## config.mk

```make
export PLATFORM = sky130hd
export DESIGN_NAME = div_arbiter_flat
export DESIGN_NICKNAME = d
export VERILOG_FILES = /design/src/rtl/div_arbiter_pkg.sv /design/src/rtl/div_arbiter_if.sv /design/src/rtl/div_arbiter_rr_arbiter.sv /design/src/rtl/div_arbiter.sv /design/src/flat_wrapper.sv
export SDC_FILE = /design/constraint.sdc
export NUM_CORES = 1
export LEC_CHECK = 0
export BUFFER_PORTS_ARGS = -buffer_cell sky130_fd_sc_hd__buf_2
export CAP_MARGIN = 15
export CORE_ASPECT_RATIO = 0.75
export CORE_UTILIZATION = 48
export CTS_BUF_LIST = sky130_fd_sc_hd__clkbuf_8
export CTS_CLUSTER_DIAMETER = 30
export DETAILED_ROUTE_END_ITERATION = 12
export PLACE_DENSITY = 0.92
export REMOVE_ABC_BUFFERS = 1
export SLEW_MARGIN = 20
export SYNTH_ARGS = -nofsm -noshare
export SYNTH_HDL_FRONTEND = slang
export SYNTH_SLANG_ARGS = --single-unit
```

## constraint.sdc

```tcl
create_clock -name clk -period 2.04 [get_ports clk]
set_input_delay 0.102 -clock clk [delete_from_list [all_inputs] [get_ports clk]]
set_output_delay 0.102 -clock clk [all_outputs]
set_load 0.02 [all_outputs]
```

## src/rtl/div_arbiter_pkg.sv

```systemverilog
// div_arbiter_pkg
//   Shared definitions for the divider arbiter: default sizing constants,
//   the FSM state enum and a small round-robin helper.
//   No ports (package).
package div_arbiter_pkg;

  localparam int N_REQ_DEF   = 4;
  localparam int W_DEF       = 10;
  localparam int TIMEOUT_DEF = 64;

  typedef enum logic [1:0] {
    ST_IDLE  = 2'd0,
    ST_ISSUE = 2'd1,
    ST_WAIT  = 2'd2,
    ST_RESP  = 2'd3
  } state_e;

  // Requester index that follows g, wrapping at n.
  function automatic int rr_next(input int g, input int n);
    return (g + 1 >= n) ? 0 : g + 1;
  endfunction

endpackage

```

## src/rtl/div_arbiter_if.sv

```systemverilog
// div_arbiter_if
//   Bundles the requester-side handshake and the Divider-side bus.
//   Ports: none (interface). Parameters N_REQ, W size the vectors.
//   slave  : the arbiter's view (takes requests, drives the Divider).
//   master : the environment's view (requesters plus the Divider itself).
interface div_arbiter_if
  import div_arbiter_pkg::*;
#(
  parameter int N_REQ = N_REQ_DEF,
  parameter int W     = W_DEF
);

  logic [N_REQ-1:0]   req_valid;
  logic [N_REQ*W-1:0] req_a;
  logic [N_REQ*W-1:0] req_b;
  logic [N_REQ-1:0]   req_ready;
  logic [N_REQ-1:0]   rsp_valid;
  logic [W-1:0]       rsp_q;
  logic               rsp_dvz;
  logic               rsp_ovf;
  logic               rsp_tmo;

  logic               div_start;
  logic [W-1:0]       div_a;
  logic [W-1:0]       div_b;
  logic               div_busy;
  logic               div_valid;
  logic               div_dvz;
  logic               div_ovf;
  logic [W-1:0]       div_q;

  modport slave (
    input  req_valid, req_a, req_b,
    input  div_busy, div_valid, div_dvz, div_ovf, div_q,
    output req_ready, rsp_valid, rsp_q, rsp_dvz, rsp_ovf, rsp_tmo,
    output div_start, div_a, div_b
  );

  modport master (
    output req_valid, req_a, req_b,
    output div_busy, div_valid, div_dvz, div_ovf, div_q,
    input  req_ready, rsp_valid, rsp_q, rsp_dvz, rsp_ovf, rsp_tmo,
    input  div_start, div_a, div_b
  );

endinterface

```

## src/rtl/div_arbiter_rr_arbiter.sv

```systemverilog
// rr_arbiter
//   Combinational round-robin pick: scans req_i upward from ptr_i (mod N)
//   and returns the first requester found.
//   Ports:
//     req_i  [N]   request vector
//     ptr_i  [IW]  index with highest priority this round
//     gnt_o  [N]   one-hot grant (zero when nothing requested)
//     idx_o  [IW]  index of the granted requester
//     any_o        at least one request present
module rr_arbiter #(
  parameter int N  = 4,
  parameter int IW = 2
) (
  input  logic [N-1:0]  req_i,
  input  logic [IW-1:0] ptr_i,
  output logic [N-1:0]  gnt_o,
  output logic [IW-1:0] idx_o,
  output logic          any_o
);

  logic [IW-1:0] cand;
  logic          found;

  always_comb begin
    cand  = '0;
    found = 1'b0;
    idx_o = '0;
    for (int k = 0; k < N; k++) begin
      cand = IW'((32'(ptr_i) + k) % N);
      if (!found && req_i[cand]) begin
        found = 1'b1;
        idx_o = cand;
      end
    end
    any_o = found;
    gnt_o = found ? (N'(1) << idx_o) : '0;
  end

endmodule

```

## src/rtl/div_arbiter.sv

```systemverilog
// div_arbiter
//   Shares one multi-cycle Divider between N_REQ requesters. A request is
//   accepted round-robin, its operands are issued to the Divider, and the
//   result (or a timeout) is returned as a one-cycle pulse to the owner.
//   Ports:
//     clk   rising-edge clock
//     sclr  synchronous active-high clear; abandons any transaction
//     bus   div_arbiter_if.slave: requests/responses and the Divider bus
//
//   state | meaning
//   ------+----------------------------------------------------------
//   IDLE  | waiting for a request while the Divider is not busy
//   ISSUE | div_start pulse, operands on div_a/div_b, wait counter clear
//   WAIT  | waiting for div_valid or timeout
//   RESP  | rsp_valid pulse to the owning requester
module div_arbiter
  import div_arbiter_pkg::*;
#(
  parameter int N_REQ   = N_REQ_DEF,
  parameter int W       = W_DEF,
  parameter int TIMEOUT = TIMEOUT_DEF   // must be >= 2
) (
  input logic         clk,
  input logic         sclr,
  div_arbiter_if.slave bus
);

  localparam int IW = (N_REQ > 1) ? $clog2(N_REQ) : 1;
  localparam int CW = (TIMEOUT > 1) ? $clog2(TIMEOUT) : 1;

  localparam logic [1:0] IDLE  = ST_IDLE;
  localparam logic [1:0] ISSUE = ST_ISSUE;
  localparam logic [1:0] WAIT  = ST_WAIT;
  localparam logic [1:0] RESP  = ST_RESP;

  // cnt_q is the number of WAIT cycles already spent. Terminal count is the
  // step onto TIMEOUT-1, which puts RESP exactly TIMEOUT cycles after the
  // div_start cycle and keeps the counter from ever wrapping.
  localparam logic [CW-1:0] CNT_LAST = CW'(TIMEOUT - 2);

  logic [1:0]       state_q, state_d;
  logic [IW-1:0]    ptr_q,   ptr_d;
  logic [IW-1:0]    gidx_q,  gidx_d;
  logic [W-1:0]     a_q,     a_d;
  logic [W-1:0]     b_q,     b_d;
  logic [W-1:0]     q_q,     q_d;
  logic             dvz_q,   dvz_d;
  logic             ovf_q,   ovf_d;
  logic             tmo_q,   tmo_d;
  logic [CW-1:0]    cnt_q,   cnt_d;

  logic [N_REQ-1:0] arb_gnt;
  logic [IW-1:0]    arb_idx;
  logic             arb_any;
  logic             accept;
  logic [N_REQ-1:0] resp_oh;

  rr_arbiter #(
    .N  (N_REQ),
    .IW (IW)
  ) u_rr (
    .req_i (bus.req_valid),
    .ptr_i (ptr_q),
    .gnt_o (arb_gnt),
    .idx_o (arb_idx),
    .any_o (arb_any)
  );

  // sclr is folded in so nothing leaks out during the clear cycle itself.
  assign accept = (state_q == IDLE) && arb_any && !bus.div_busy && !sclr;

  always_comb begin
    state_d = state_q;
    ptr_d   = ptr_q;
    gidx_d  = gidx_q;
    a_d     = a_q;
    b_d     = b_q;
    q_d     = q_q;
    dvz_d   = dvz_q;
    ovf_d   = ovf_q;
    tmo_d   = tmo_q;
    cnt_d   = cnt_q;
    case (state_q)
      IDLE: begin
        if (accept) begin
          gidx_d  = arb_idx;
          a_d     = bus.req_a[32'(arb_idx) * W +: W];
          b_d     = bus.req_b[32'(arb_idx) * W +: W];
          state_d = ISSUE;
        end
      end
      ISSUE: begin
        cnt_d   = '0;
        state_d = WAIT;
      end
      WAIT: begin
        if (bus.div_valid) begin
          q_d     = bus.div_q;
          dvz_d   = bus.div_dvz;
          ovf_d   = bus.div_ovf;
          tmo_d   = 1'b0;
          state_d = RESP;
        end else if (cnt_q == CNT_LAST) begin
          q_d     = '0;
          dvz_d   = 1'b0;
          ovf_d   = 1'b0;
          tmo_d   = 1'b1;
          state_d = RESP;
        end else begin
          cnt_d = cnt_q + 1'b1;
        end
      end
      RESP: begin
        ptr_d   = IW'(rr_next(int'(gidx_q), N_REQ));
        state_d = IDLE;
      end
      default: state_d = IDLE;
    endcase
  end

  always_ff @(posedge clk) begin
    if (sclr) begin
      state_q <= IDLE;
      ptr_q   <= '0;
      gidx_q  <= '0;
      a_q     <= '0;
      b_q     <= '0;
      q_q     <= '0;
      dvz_q   <= 1'b0;
      ovf_q   <= 1'b0;
      tmo_q   <= 1'b0;
      cnt_q   <= '0;
    end else begin
      state_q <= state_d;
      ptr_q   <= ptr_d;
      gidx_q  <= gidx_d;
      a_q     <= a_d;
      b_q     <= b_d;
      q_q     <= q_d;
      dvz_q   <= dvz_d;
      ovf_q   <= ovf_d;
      tmo_q   <= tmo_d;
      cnt_q   <= cnt_d;
    end
  end

  assign resp_oh = N_REQ'(1) << gidx_q;

  assign bus.req_ready = accept ? arb_gnt : '0;
  assign bus.div_start = !sclr && (state_q == ISSUE);
  assign bus.div_a     = sclr ? '0 : a_q;
  assign bus.div_b     = sclr ? '0 : b_q;
  assign bus.rsp_valid = (!sclr && (state_q == RESP)) ? resp_oh : '0;
  assign bus.rsp_q     = sclr ? '0 : q_q;
  assign bus.rsp_dvz   = !sclr && dvz_q;
  assign bus.rsp_ovf   = !sclr && ovf_q;
  assign bus.rsp_tmo   = !sclr && tmo_q;

endmodule

```

## src/flat_wrapper.sv

```systemverilog
// flat-port wrapper written by rule: the top's interface ports become plain ports
module div_arbiter_flat import div_arbiter_pkg::*;
#(
  parameter int N_REQ   = N_REQ_DEF,
  parameter int W       = W_DEF,
  parameter int TIMEOUT = TIMEOUT_DEF                  
)
  (clk, sclr, bus_req_valid, bus_req_a, bus_req_b, bus_div_busy, bus_div_valid, bus_div_dvz, bus_div_ovf, bus_div_q, bus_req_ready, bus_rsp_valid, bus_rsp_q, bus_rsp_dvz, bus_rsp_ovf, bus_rsp_tmo, bus_div_start, bus_div_a, bus_div_b);
  div_arbiter_if #(.N_REQ(N_REQ), .W(W)) bus_i ();
  input logic clk;
  input logic sclr;
  input wire logic [$bits(bus_i.req_valid)-1:0] bus_req_valid;
  input wire logic [$bits(bus_i.req_a)-1:0] bus_req_a;
  input wire logic [$bits(bus_i.req_b)-1:0] bus_req_b;
  input wire logic [$bits(bus_i.div_busy)-1:0] bus_div_busy;
  input wire logic [$bits(bus_i.div_valid)-1:0] bus_div_valid;
  input wire logic [$bits(bus_i.div_dvz)-1:0] bus_div_dvz;
  input wire logic [$bits(bus_i.div_ovf)-1:0] bus_div_ovf;
  input wire logic [$bits(bus_i.div_q)-1:0] bus_div_q;
  output wire logic [$bits(bus_i.req_ready)-1:0] bus_req_ready;
  output wire logic [$bits(bus_i.rsp_valid)-1:0] bus_rsp_valid;
  output wire logic [$bits(bus_i.rsp_q)-1:0] bus_rsp_q;
  output wire logic [$bits(bus_i.rsp_dvz)-1:0] bus_rsp_dvz;
  output wire logic [$bits(bus_i.rsp_ovf)-1:0] bus_rsp_ovf;
  output wire logic [$bits(bus_i.rsp_tmo)-1:0] bus_rsp_tmo;
  output wire logic [$bits(bus_i.div_start)-1:0] bus_div_start;
  output wire logic [$bits(bus_i.div_a)-1:0] bus_div_a;
  output wire logic [$bits(bus_i.div_b)-1:0] bus_div_b;
  assign bus_i.req_valid = bus_req_valid;
  assign bus_i.req_a = bus_req_a;
  assign bus_i.req_b = bus_req_b;
  assign bus_i.div_busy = bus_div_busy;
  assign bus_i.div_valid = bus_div_valid;
  assign bus_i.div_dvz = bus_div_dvz;
  assign bus_i.div_ovf = bus_div_ovf;
  assign bus_i.div_q = bus_div_q;
  assign bus_req_ready = bus_i.req_ready;
  assign bus_rsp_valid = bus_i.rsp_valid;
  assign bus_rsp_q = bus_i.rsp_q;
  assign bus_rsp_dvz = bus_i.rsp_dvz;
  assign bus_rsp_ovf = bus_i.rsp_ovf;
  assign bus_rsp_tmo = bus_i.rsp_tmo;
  assign bus_div_start = bus_i.div_start;
  assign bus_div_a = bus_i.div_a;
  assign bus_div_b = bus_i.div_b;
  div_arbiter #(.N_REQ(N_REQ), .W(W), .TIMEOUT(TIMEOUT)) u_core (.clk(clk), .sclr(sclr), .bus(bus_i));
endmodule
```

==> impl_metrics.csv, run 1 <==
group,metric,value,unit
run_status,status,"completed",
drt,ant_nets,0,
critical_path,crit_path_start,"u_core.ptr_q[1]$_SDFFE_PP0N_",
timing,min_period,1.925,ns
yosys,synth-edff-count,0,
yosys,seq_area_frac_synth,31.10,%
finish,final_cell_mix,"buf_2, dfxtp_1, nor2b_1",
floorplan,core,5826,µm²
yosys,synth_area,2897,µm²
global_route,grt_pass1_wl,13.34,mm
power_and_ir_drop,peakVddDrop,418.0,µV
critical_path,r2r-end,"u_core.a_q[0]$_SDFFE_PP0P_",
global_route,overflow,0,
finish,final_util,66.24,%
critical_path,cp_slowest_cell,"dfxtp_4",
global_route,antenna_found_initial,0,
critical_path,cp_slowest_stage_delay,0.39,ns
yosys,synth_area_per_cell,8.646,µm²
yosys,synth_seq_cells,45,
placed_design,dp_hpwl,6.213,mm
yosys,synthDistinctLibCells,46,
min_path,hold_class,"in -> reg",
finish,final_common_cell,"buf_2",
finish,syn_to_final_growth,33.22,%
clocking,cts_sinks,45,
critical_path,critical_path_arrival,1.82,ns
timing,fin_crit_sh,94.36,%
floorplan,row_count,24,
timing,final.setup.tns,0,ns
timing,drv_slew,0,
floorplan,io_pins,142,
clocking,h-tree-depth,2,
critical_path,critPathRequiredTime,1.94,ns
timing,max_freq,519.5,MHz
drt,drc,0,
finish,diodes,0,
power_and_ir_drop,powerDensity,781.5,nW/µm²
clocking,clock_latency,0.30,ns
critical_path,crit_fanout,11,
drt,post_drt_wl_per_cell,15.00,µm
placed_design,portBuffers,141,
timing,setup_viol_count_final,0,
timing,worst_pin_slew,0.7930,ns
yosys,yosysWarnings,0,
clocking,tritoncts,"yes",
timing,rsz0062_at_grt,"no",
global_route,grt_util_all_layers,25.98,%
timing,maxSlewHeadroom,46.94,%
placed_design,gp_routability_congestion,0.8871,
placed_design,dp_slack,0.1090,ns
critical_path,path_cells,"and2_1 -> o211a_4 -> nor2_4 -> nor2_1 -> buf_2",
clocking,cts_made_buffers,5,
timing,skew,0.01576,ns
floorplan,die_w,91.70,µm
flow_run,cap_violations,0,
global_route,grt_pass1_vias,2909,
timing,worst_slack,0.1150,ns
global_route,grt_max_degree,36,
drt,drtIter0Drc,223,
min_path,hp-start,"bus_div_q[0]",
drt,via_per_inst,5.629,
yosys,synthFlopType,"dfxtp_1",
critical_path,rr_startpoint,"u_core.ptr_q[1]$_SDFFE_PP0N_",
timing,hold_viol_final,0,
critical_path,worstSetupPathType,"reg -> out",
floorplan,fp.dieH,69.28,µm
critical_path,end_kind,"output pin",
floorplan,initial_core_util,49.72,%
critical_path,r2r_cells,5,
drt,vias,3107,
critical_path,rrSetupSlack,0.12,ns
drt,dr.pass1.iters,4,
yosys,async_flop_share,0,%
drt,wl,8.280,mm
critical_path,crit_path_start_kind,"flip-flop",
power_and_ir_drop,power,3016,µW
min_path,hold_depth,2,
yosys,syn_inst,335,
clocking,cts_buffer_depth,2,
floorplan,die_area,6353,µm²
clocking,root_buffer,"clkbuf_8",
finish,drive_above_1_share,39.87,%
finish,layout.nets,584,
power_and_ir_drop,p_leak,0.001810,µW
clocking,path_clk_slew,0.10,ns
min_path,holdPathEnd,"u_core.q_q[0]$_SDFFE_PP0P_",
where the power goes:
group	internal (µW)	switching, µW
clock network	487	312
logic	516	611
registers	1010	80.8
total	2010	1000
cells by family after synthesis:
family	Yosys count	synth area share (%)
xor+xnor	3	0.9073
simple gates	119	23.20
fa+ha+maj	11	4.752
mux	14	6.264
flops	45	31.10
buf+inv	34	5.400
compound gates	109	28.38
critical path: cells and delay by family (launching register included):
| kind | cells | cell delay, ns |
|---|---|---|
| AND/OR/NAND/NOR | 3 | 0.66 |
| flip-flops | 1 | 0.39 |
| AO/OA/AOI/OAI | 1 | 0.30 |
| buffers and inverters | 1 | 0.17 |
cells in the mapped netlist, types with 2 or more instances:
cell type | number | share of area [%]
a31oi_1 | 10 | 2.2
mux2_4 | 8 | 4.1
nor2_1 | 30 | 3.9
dfxtp_1 | 45 | 31
ha_1 | 11 | 4.8
o21bai_1 | 3 | 0.78
a21boi_1 | 2 | 0.52
nand4_1 | 3 | 0.65
and2_1 | 7 | 1.5
a21oi_1 | 7 | 1.2
nor2b_1 | 38 | 8.2
o21ai_0 | 12 | 2.1
nand2b_1 | 6 | 1.3
a221oi_1 | 11 | 3.3
nand3_1 | 9 | 1.6
a22o_1 | 12 | 3.6
o221a_1 | 9 | 3.5
clkbuf_1 | 13 | 1.7
a311oi_1 | 2 | 0.60
and3_1 | 12 | 2.6
mux2i_1 | 5 | 1.7
inv_1 | 8 | 1.0
xor2_1 | 3 | 0.91
buf_2 | 8 | 1.4
o21ai_1 | 11 | 1.9
buf_4 | 3 | 0.78
o21a_1 | 2 | 0.52
nand2_1 | 7 | 0.91
a21boi_0 | 10 | 2.6
a211oi_1 | 12 | 3.1
layer usage:
metal | part of all wire, % | global-route usage (%) | vias up | wire length, µm
met4 | 1.2 | 7.292 | 0 | 96
met1 | 42 | 33.01 | 1445 | 3487
met3 | 6.5 | 5.263 | 10 | 538
li1 | - | - | 1500 | -
met2 | 50 | 44.78 | 152 | 4158
met5 | 0 | 0 | - | 0
how the worst max path moves through the flow:
| stage | endpoint | slack [ns] | cells after the start |
|---|---|---|---|
| after global placement | u_core.a_q[0]$_SDFFE_PP0P_ | 0.19 | 5 |
| final | bus_req_ready[1] | 0.12 | 5 |
| after global routing | bus_req_ready[1] | 0.001 | 7 |
| after CTS | bus_req_ready[2] | 0.03 | 6 |
| after floorplan | bus_req_ready[2] | -0.04 | 6 |
| after detailed placement | u_core.a_q[0]$_SDFFE_PP0P_ | 0.11 | 5 |
repair_timing:
item	in CTS	in global routing
buffers inserted	2	0
hold buffers	0	1
gates resized for setup	2	8
hold endpoints to repair	0	1
gates cloned	0	0
setup endpoints to repair	2	4
cell type report:
| class | instances | area, µm² |
|---|---|---|
| fill | 489 | 1967 |
| clock inverter | 3 | 65.06 |
| tap | 78 | 97.59 |
| clock buffer | 5 | 68.82 |
| timing repair buffer | 157 | 832.0 |
| multi-input combinational | 256 | 1861 |
| inverter | 8 | 30.03 |
| sequential | 45 | 904.6 |
per-stage QoR:
step	instance area, µm²	cells	hold WS [ns]
global route	3859	552	0.001441
floorplan	2770	309	0.1711
detailed placement	3675	541	0.3164
global placement	3675	541	0.3130
finish	3859	552	0.01514
CTS	3832	551	0.006689
registers in the layout, summed over array words and instances, names as in the netlist:
| register | flops |
|---|---|
| u_core.a_q | 10 |
| u_core.b_q | 10 |
| u_core.q_q | 10 |
| u_core.cnt_q | 6 |
| u_core.gidx_q | 2 |
| u_core.ptr_q | 2 |
| u_core.state_q | 2 |
| u_core.dvz_q | 1 |
| u_core.ovf_q | 1 |
| u_core.tmo_q | 1 |
Note: power is estimated with default switching activity, not from simulation.
==> inputs of run 2 (changes only) <==
--- a/config.mk
+++ b/config.mk
@@ -8,13 +8,14 @@
 export BUFFER_PORTS_ARGS = -buffer_cell sky130_fd_sc_hd__buf_2
 export CAP_MARGIN = 15
 export CORE_ASPECT_RATIO = 0.75
-export CORE_UTILIZATION = 48
+export CORE_UTILIZATION = 43
 export CTS_BUF_LIST = sky130_fd_sc_hd__clkbuf_8
 export CTS_CLUSTER_DIAMETER = 30
 export DETAILED_ROUTE_END_ITERATION = 12
-export PLACE_DENSITY = 0.92
+export PLACE_DENSITY = 0.88
 export REMOVE_ABC_BUFFERS = 1
-export SLEW_MARGIN = 20
+export SETUP_SLACK_MARGIN = 0.3
+export SLEW_MARGIN = 30
 export SYNTH_ARGS = -nofsm -noshare
 export SYNTH_HDL_FRONTEND = slang
 export SYNTH_SLANG_ARGS = --single-unit
==> constraint.sdc (replaced) <==
create_clock -name clk -period 1.74 [get_ports clk]
set_input_delay 0.087 -clock clk [delete_from_list [all_inputs] [get_ports clk]]
set_output_delay 0.087 -clock clk [all_outputs]
set_load 0.02 [all_outputs]
==> run 2 against run 1 <==
  * Count of clock-buffer cells in the layout did not move
  * Via count rose by 16%
  * The flow now finishes with violations (setup timing)
  * Core utilization is 4.3 points higher
  * Cell count is 8.2% higher
  * Largest power group unchanged
==> impl_metrics.csv, run 2 (synthesis gave the netlist of run 1 again) <==
group,metric,value,unit
run_status,status,"complete, but fails checks",
run_status,violations,"setup timing",
timing,min_period,1.865,ns
min_path,hold_class,"in -> reg",
placed_design,portBuffers,141,
flow_run,cap_violations,0,
timing,setup_viol_count_final,26,
finish,fillers,474,
global_route,grt_pass1_vias,3442,
global_route,busiest_layer,"met2",
clocking,tritoncts,"yes",
global_route,grt_use_met1,34.04,%
critical_path,critPathRequiredTime,1.93,ns
drt,via_per_inst,6.047,
drt,drc,0,
placed_design,dp_hpwl,6.503,mm
critical_path,critical_path_arrival,2.05,ns
drt,dr.pass1.iters,5,
timing,drv_slew,0,
finish,final_cell_mix,"buf_2, dfxtp_1, buf_4",
floorplan,die_w,96.77,µm
timing,holdWs,0.01719,ns
critical_path,end_kind,"flip-flop",
clocking,cts_buffer_depth,2,
floorplan,io_pins,142,
timing,max_freq,536.2,MHz
global_route,grt_use_met2,50.47,%
global_route,antenna_found_initial,0,
timing,worst_pin_slew,0.4781,ns
clocking,cts_sinks,45,
finish,reg_top3,"u_core.a_q: 10 flops, u_core.b_q: 10 flops, u_core.q_q: 10 flops",
global_route,grt_use_met3,5.939,%
timing,skew,0.01222,ns
placed_design,dpl_cell_area,3814,µm²
finish,multiInputGateArea,2061,µm²
timing,maxSlewHeadroom,68.12,%
power_and_ir_drop,p_leak,0.002075,µW
floorplan,fp.dieH,73.08,µm
clocking,cts_made_buffers,5,
finish,seq_area,913.4,µm²
finish,syn_to_final_growth,56.11,%
drt,vias,3610,
drt,post_drt_wl_per_cell,19.24,µm
finish,layout.nets,626,
critical_path,crit_fanout,6,
timing,worst_slack,-0.1250,ns
floorplan,row_count,25,
power_and_ir_drop,peakVddDrop,433.0,µV
finish,finalInstanceArea,4522,µm²
finish,diodes,0,
placed_design,dp_slack,-0.2082,ns
placed_design,gp_routability_congestion,0.8707,
timing,fin_crit_sh,107.2,%
drt,wl,11.49,mm
power_and_ir_drop,powerDensity,877.4,nW/µm²
clocking,h-tree-depth,2,
clocking,clock_latency,0.31,ns
global_route,grt_pass1_wl,16.44,mm
critical_path,crit_path_start_kind,"flip-flop",
timing,rsz0062_at_grt,"yes",
floorplan,initial_core_util,45.17,%
global_route,overflow,0,
critical_path,worstSetupPathType,"reg -> reg",
global_route,grt_max_degree,45,
power_and_ir_drop,power,3967,µW
placed_design,dp.cells,557,
global_route,grt_util_all_layers,28.90,%
clocking,path_clk_slew,0.09,ns
drt,ant_nets,0,
finish,final_common_cell,"buf_2",
drt,drtIter0Drc,377,
clocking,root_buffer,"clkbuf_8",
finish,fin_cells,597,
floorplan,die_area,7072,µm²
floorplan,core,6412,µm²
timing,hold_viol_final,0,
finish,drive_above_1_share,49.03,%
-- run 2: per-stage QoR --
step	util, %	TNS, ns
after CTS	67.86	0
final	70.52	-0.9680
after global placement	59.47	-0.5641
after global routing	70.52	-2.027
after floorplan	-	-5.697
after detailed placement	59.47	-2.790
-- run 2: layout make-up --
type                    count  area share (%)
repair buffers            199           29.25
multi-input cells         256           45.57
flip-flops and latches     45           20.20
clock buffers               5           1.522
well taps                  81           2.241
clock inverters             3          0.5534
inverters                   8          0.6641
-- run 2: critical path, stage by stage, from the launching register on --
cell and delay [ns]:
dfxtp_2 0.35, inv_2 0.10, ha_4 0.15, nor3b_4 0.24
buf_4 0.19, o21ai_4 0.12, a21oi_4 0.20, mux2i_1 0.31
nor2_1 0.09
-- run 2: metal layers --
layer	wire length, µm	part of all wire [%]
met1	4524	39
met2	5550	48
met3	902	7.9
met4	509	4.4
met5	0	0
-- run 2: what timing repair did --
item	4_1_cts	5_1_grt
setup buffers	15	5
hold buffers	11	0
resized for setup	54	26
endpoints found under the setup margin	49	51
endpoints found under the hold margin	11	0
cloned	1	0
pin swaps	13	8
-- run 2: report_power, final --
group / internal [µW] / total, µW / switching (µW)
combinational: 970 / 1970 / 1000
sequential: 1190 / 1280 / 92.8
clock: 291 / 710 / 419
total: 2450 / 3970 / 1520
-- run 2: worst paths after layout --
check                                  from                              to  slack, ns  cells past startpoint
max          u_core.state_q[0]$_SDFFE_PP0P_  u_core.state_q[1]$_SDFFE_PP0P_      -0.12                      8
min                            bus_div_q[7]      u_core.q_q[7]$_SDFFE_PP0P_       0.02                      2
max reg2reg  u_core.state_q[0]$_SDFFE_PP0P_  u_core.state_q[1]$_SDFFE_PP0P_      -0.12                      8
min reg2reg       u_core.tmo_q$_SDFFE_PP0P_       u_core.tmo_q$_SDFFE_PP0P_       0.48                      1
==> inputs of run 3 (changes only) <==
==> constraint.sdc (replaced) <==
create_clock -name clk -period 1.74 [get_ports clk]
set_input_delay 0.087 -clock clk [delete_from_list [all_inputs] [get_ports clk]]
set_output_delay 0.087 -clock clk [all_outputs]
set_load 0.005 [all_outputs]
==> run 3 against run 2 <==
  * The flow still finishes with violations (setup timing)
  * Setup slack worse by 0.0053 ns
  * Combinational power grew 21%
  * Count of clock-buffer cells in the layout is 2 higher
  * Via count grew 4.7%
  * Sequential power barely moved
  * Clock skew grew 0.0012 ns
  * Non-clock buffer count rose by 11
  * Worst hold slack lost 0.0022 ns
  * Largest cell class unchanged
==> impl_metrics.csv, run 3 (synthesis gave the netlist of run 1 again) <==
group,metric,value,unit
power_and_ir_drop,power,4414,µW
finish,reg_top3,"u_core.a_q: 10 flops, u_core.b_q: 10 flops, u_core.q_q: 10 flops",
min_path,holdPathEnd,"u_core.dvz_q$_SDFFE_PP0P_",
critical_path,path_cells,"mux2i_2 -> nor2_2 -> buf_4 -> nor4b_4 -> buf_4 -> a31oi_1 -> o221a_1",
clocking,cts_buffer_depth,2,
power_and_ir_drop,powerDensity,866.3,nW/µm²
timing,drv_slew,0,
timing,worst_pin_slew,0.5359,ns
drt,post_drt_wl_per_cell,22.04,µm
power_and_ir_drop,peakVddDrop,422.3,µV
min_path,hold_class,"in -> reg",
timing,setup_viol_count_final,15,
finish,diodes,0,
timing,min_period,1.870,ns
drt,drtIter0Drc,399,
clocking,path_clk_slew,0.10,ns
drt,ant_nets,0,
placed_design,dp_slack,-0.2510,ns
critical_path,crit_path_start_kind,"flip-flop",
critical_path,critical_path_arrival,2.07,ns
run_status,violations,"setup timing",
clocking,tritoncts,"yes",
global_route,grt_pass1_wl,15.98,mm
finish,final_common_cell,"buf_2",
critical_path,r2r-end,"u_core.a_q[0]$_SDFFE_PP0P_",
critical_path,cp_slowest_cell,"dfxtp_4",
floorplan,core,6412,µm²
critical_path,crit_fanout,6,
floorplan,fp.dieH,73.08,µm
critical_path,worstSetupPathType,"reg -> reg",
critical_path,r2r_cells,7,
min_path,hp-start,"bus_div_dvz",
timing,max_freq,534.7,MHz
finish,final_cell_mix,"buf_2, dfxtp_1, nor2b_1",
timing,hold_viol_final,0,
finish,finalInstanceArea,5095,µm²
floorplan,die_w,96.77,µm
placed_design,portBuffers,141,
placed_design,dp_hpwl,6.396,mm
placed_design,dpl_cell_area,3789,µm²
drt,dr.pass1.iters,6,
flow_run,cap_violations,0,
drt,vias,3781,
drt,wl,13.40,mm
timing,fin_crit_sh,107.5,%
run_status,status,"complete, but fails checks",
critical_path,crit_top_cell,"buf_4",
placed_design,gp_routability_congestion,0.8399,
floorplan,io_pins,142,
critical_path,rrSetupSlack,-0.13,ns
finish,fillers,353,
timing,worst_slack,-0.1303,ns
timing,rsz0062_at_grt,"yes",
global_route,grt_pass1_vias,3266,
power_and_ir_drop,p_leak,0.002277,µW
floorplan,initial_core_util,45.17,%
drt,drc,0,
timing,skew,0.01343,ns
floorplan,row_count,25,
global_route,grt_util_all_layers,28.21,%
clocking,clock_latency,0.31,ns
finish,drive_above_1_share,58.44,%
floorplan,die_area,7072,µm²
clocking,cts_made_buffers,5,
global_route,antenna_found_initial,0,
critical_path,end_kind,"flip-flop",
finish,syn_to_final_growth,75.90,%
finish,layout.nets,637,
critical_path,rr_startpoint,"u_core.ptr_q[1]$_SDFFE_PP0N_",
drt,via_per_inst,6.219,
clocking,root_buffer,"clkbuf_8",
min_path,hold_depth,2,
global_route,overflow,0,
timing,maxSlewHeadroom,64.28,%
critical_path,cp_slowest_stage_delay,0.41,ns
clocking,cts_sinks,45,
clocking,h-tree-depth,2,
critical_path,critPathRequiredTime,1.94,ns
global_route,grt_max_degree,42,
run 3: cell count changes in the layout (fill, tap and decap cells not counted), sizes merged:
| cell | before | now |
|---|---|---|
| buf | 187 | 196 |
| clkbuf | 5 | 12 |
| dlygate4sd3 | 11 | 9 |
| inv | 9 | 8 |
| clkinvlp | 1 | 0 |
| bufbuf | 1 | 0 |
run 3: area by class of cell:
class | instances | area [µm²] | area share [%]
multi-input cells | 256 | 2360 | 46.32
repair buffers | 210 | 1585 | 31.11
flip-flops and latches | 45 | 914.6 | 17.95
well taps | 81 | 101.3 | 1.989
clock buffers | 7 | 96.34 | 1.891
inverters | 8 | 32.53 | 0.6385
clock inverters | 1 | 5.005 | 0.09823
run 3: through the flow:
stage                     hold slack (ns)  utilization, %  std cells  TNS, ns
final                             0.01501           79.45        608   -1.238
after global routing              0.01241           79.45        608   -1.346
after CTS                        0.002132           68.27        585        0
after detailed placement           0.3020           59.08        552   -3.289
after global placement             0.2976           59.08        552  -0.7596
after floorplan                    0.1561               -        309   -5.320
run 3: how the worst max path moves through the flow:
stage / startpoint / to / slack (ns)
after floorplan: u_core.state_q[0]$_SDFFE_PP0P_ / u_core.a_q[0]$_SDFFE_PP0P_ / -0.28
after global placement: u_core.ptr_q[1]$_SDFFE_PP0N_ / u_core.b_q[1]$_SDFFE_PP0P_ / -0.08
after detailed placement: u_core.ptr_q[1]$_SDFFE_PP0N_ / u_core.a_q[4]$_SDFFE_PP0P_ / -0.25
after CTS: u_core.state_q[0]$_SDFFE_PP0P_ / u_core.a_q[5]$_SDFFE_PP0P_ / 0.04
after global routing: u_core.ptr_q[1]$_SDFFE_PP0N_ / bus_req_ready[0] / -0.14
final: u_core.ptr_q[1]$_SDFFE_PP0N_ / u_core.a_q[0]$_SDFFE_PP0P_ / -0.13
run 3: per-layer routing:
| layer | vias to the layer above | routed length, µm | GRT usage, % |
|---|---|---|---|
| li1 | 1610 | - | - |
| met1 | 1761 | 4993 | 34.10 |
| met2 | 324 | 6235 | 48.20 |
| met3 | 86 | 1403 | 5.843 |
| met4 | 0 | 767 | 14.59 |
| met5 | - | 0 | 0 |
run 3: what timing repair did:
action,CTS,global route
endpoints found under the setup margin,49,51
gates resized for setup,62,84
hold buffers,9,0
setup buffers,13,18
hold endpoints to repair,9,0
pin swaps,13,28
gates cloned,3,5
run 3: worst max-delay path, delay by kind of cell, from the launching register on:
kind / cells / cell delay [ns]
compound gates: 2 / 0.25
buf+inv: 2 / 0.38
flops: 1 / 0.41
mux: 1 / 0.26
simple gates: 2 / 0.45
run 3: power by group:
part | switching (µW) | leakage (µW) | internal [µW]
Clock | 385 | 0.0000542 | 360
Sequential | 95.2 | 0.000370 | 1190
Combinational | 1150 | 0.00185 | 1240
Total | 1630 | 0.00228 | 2790
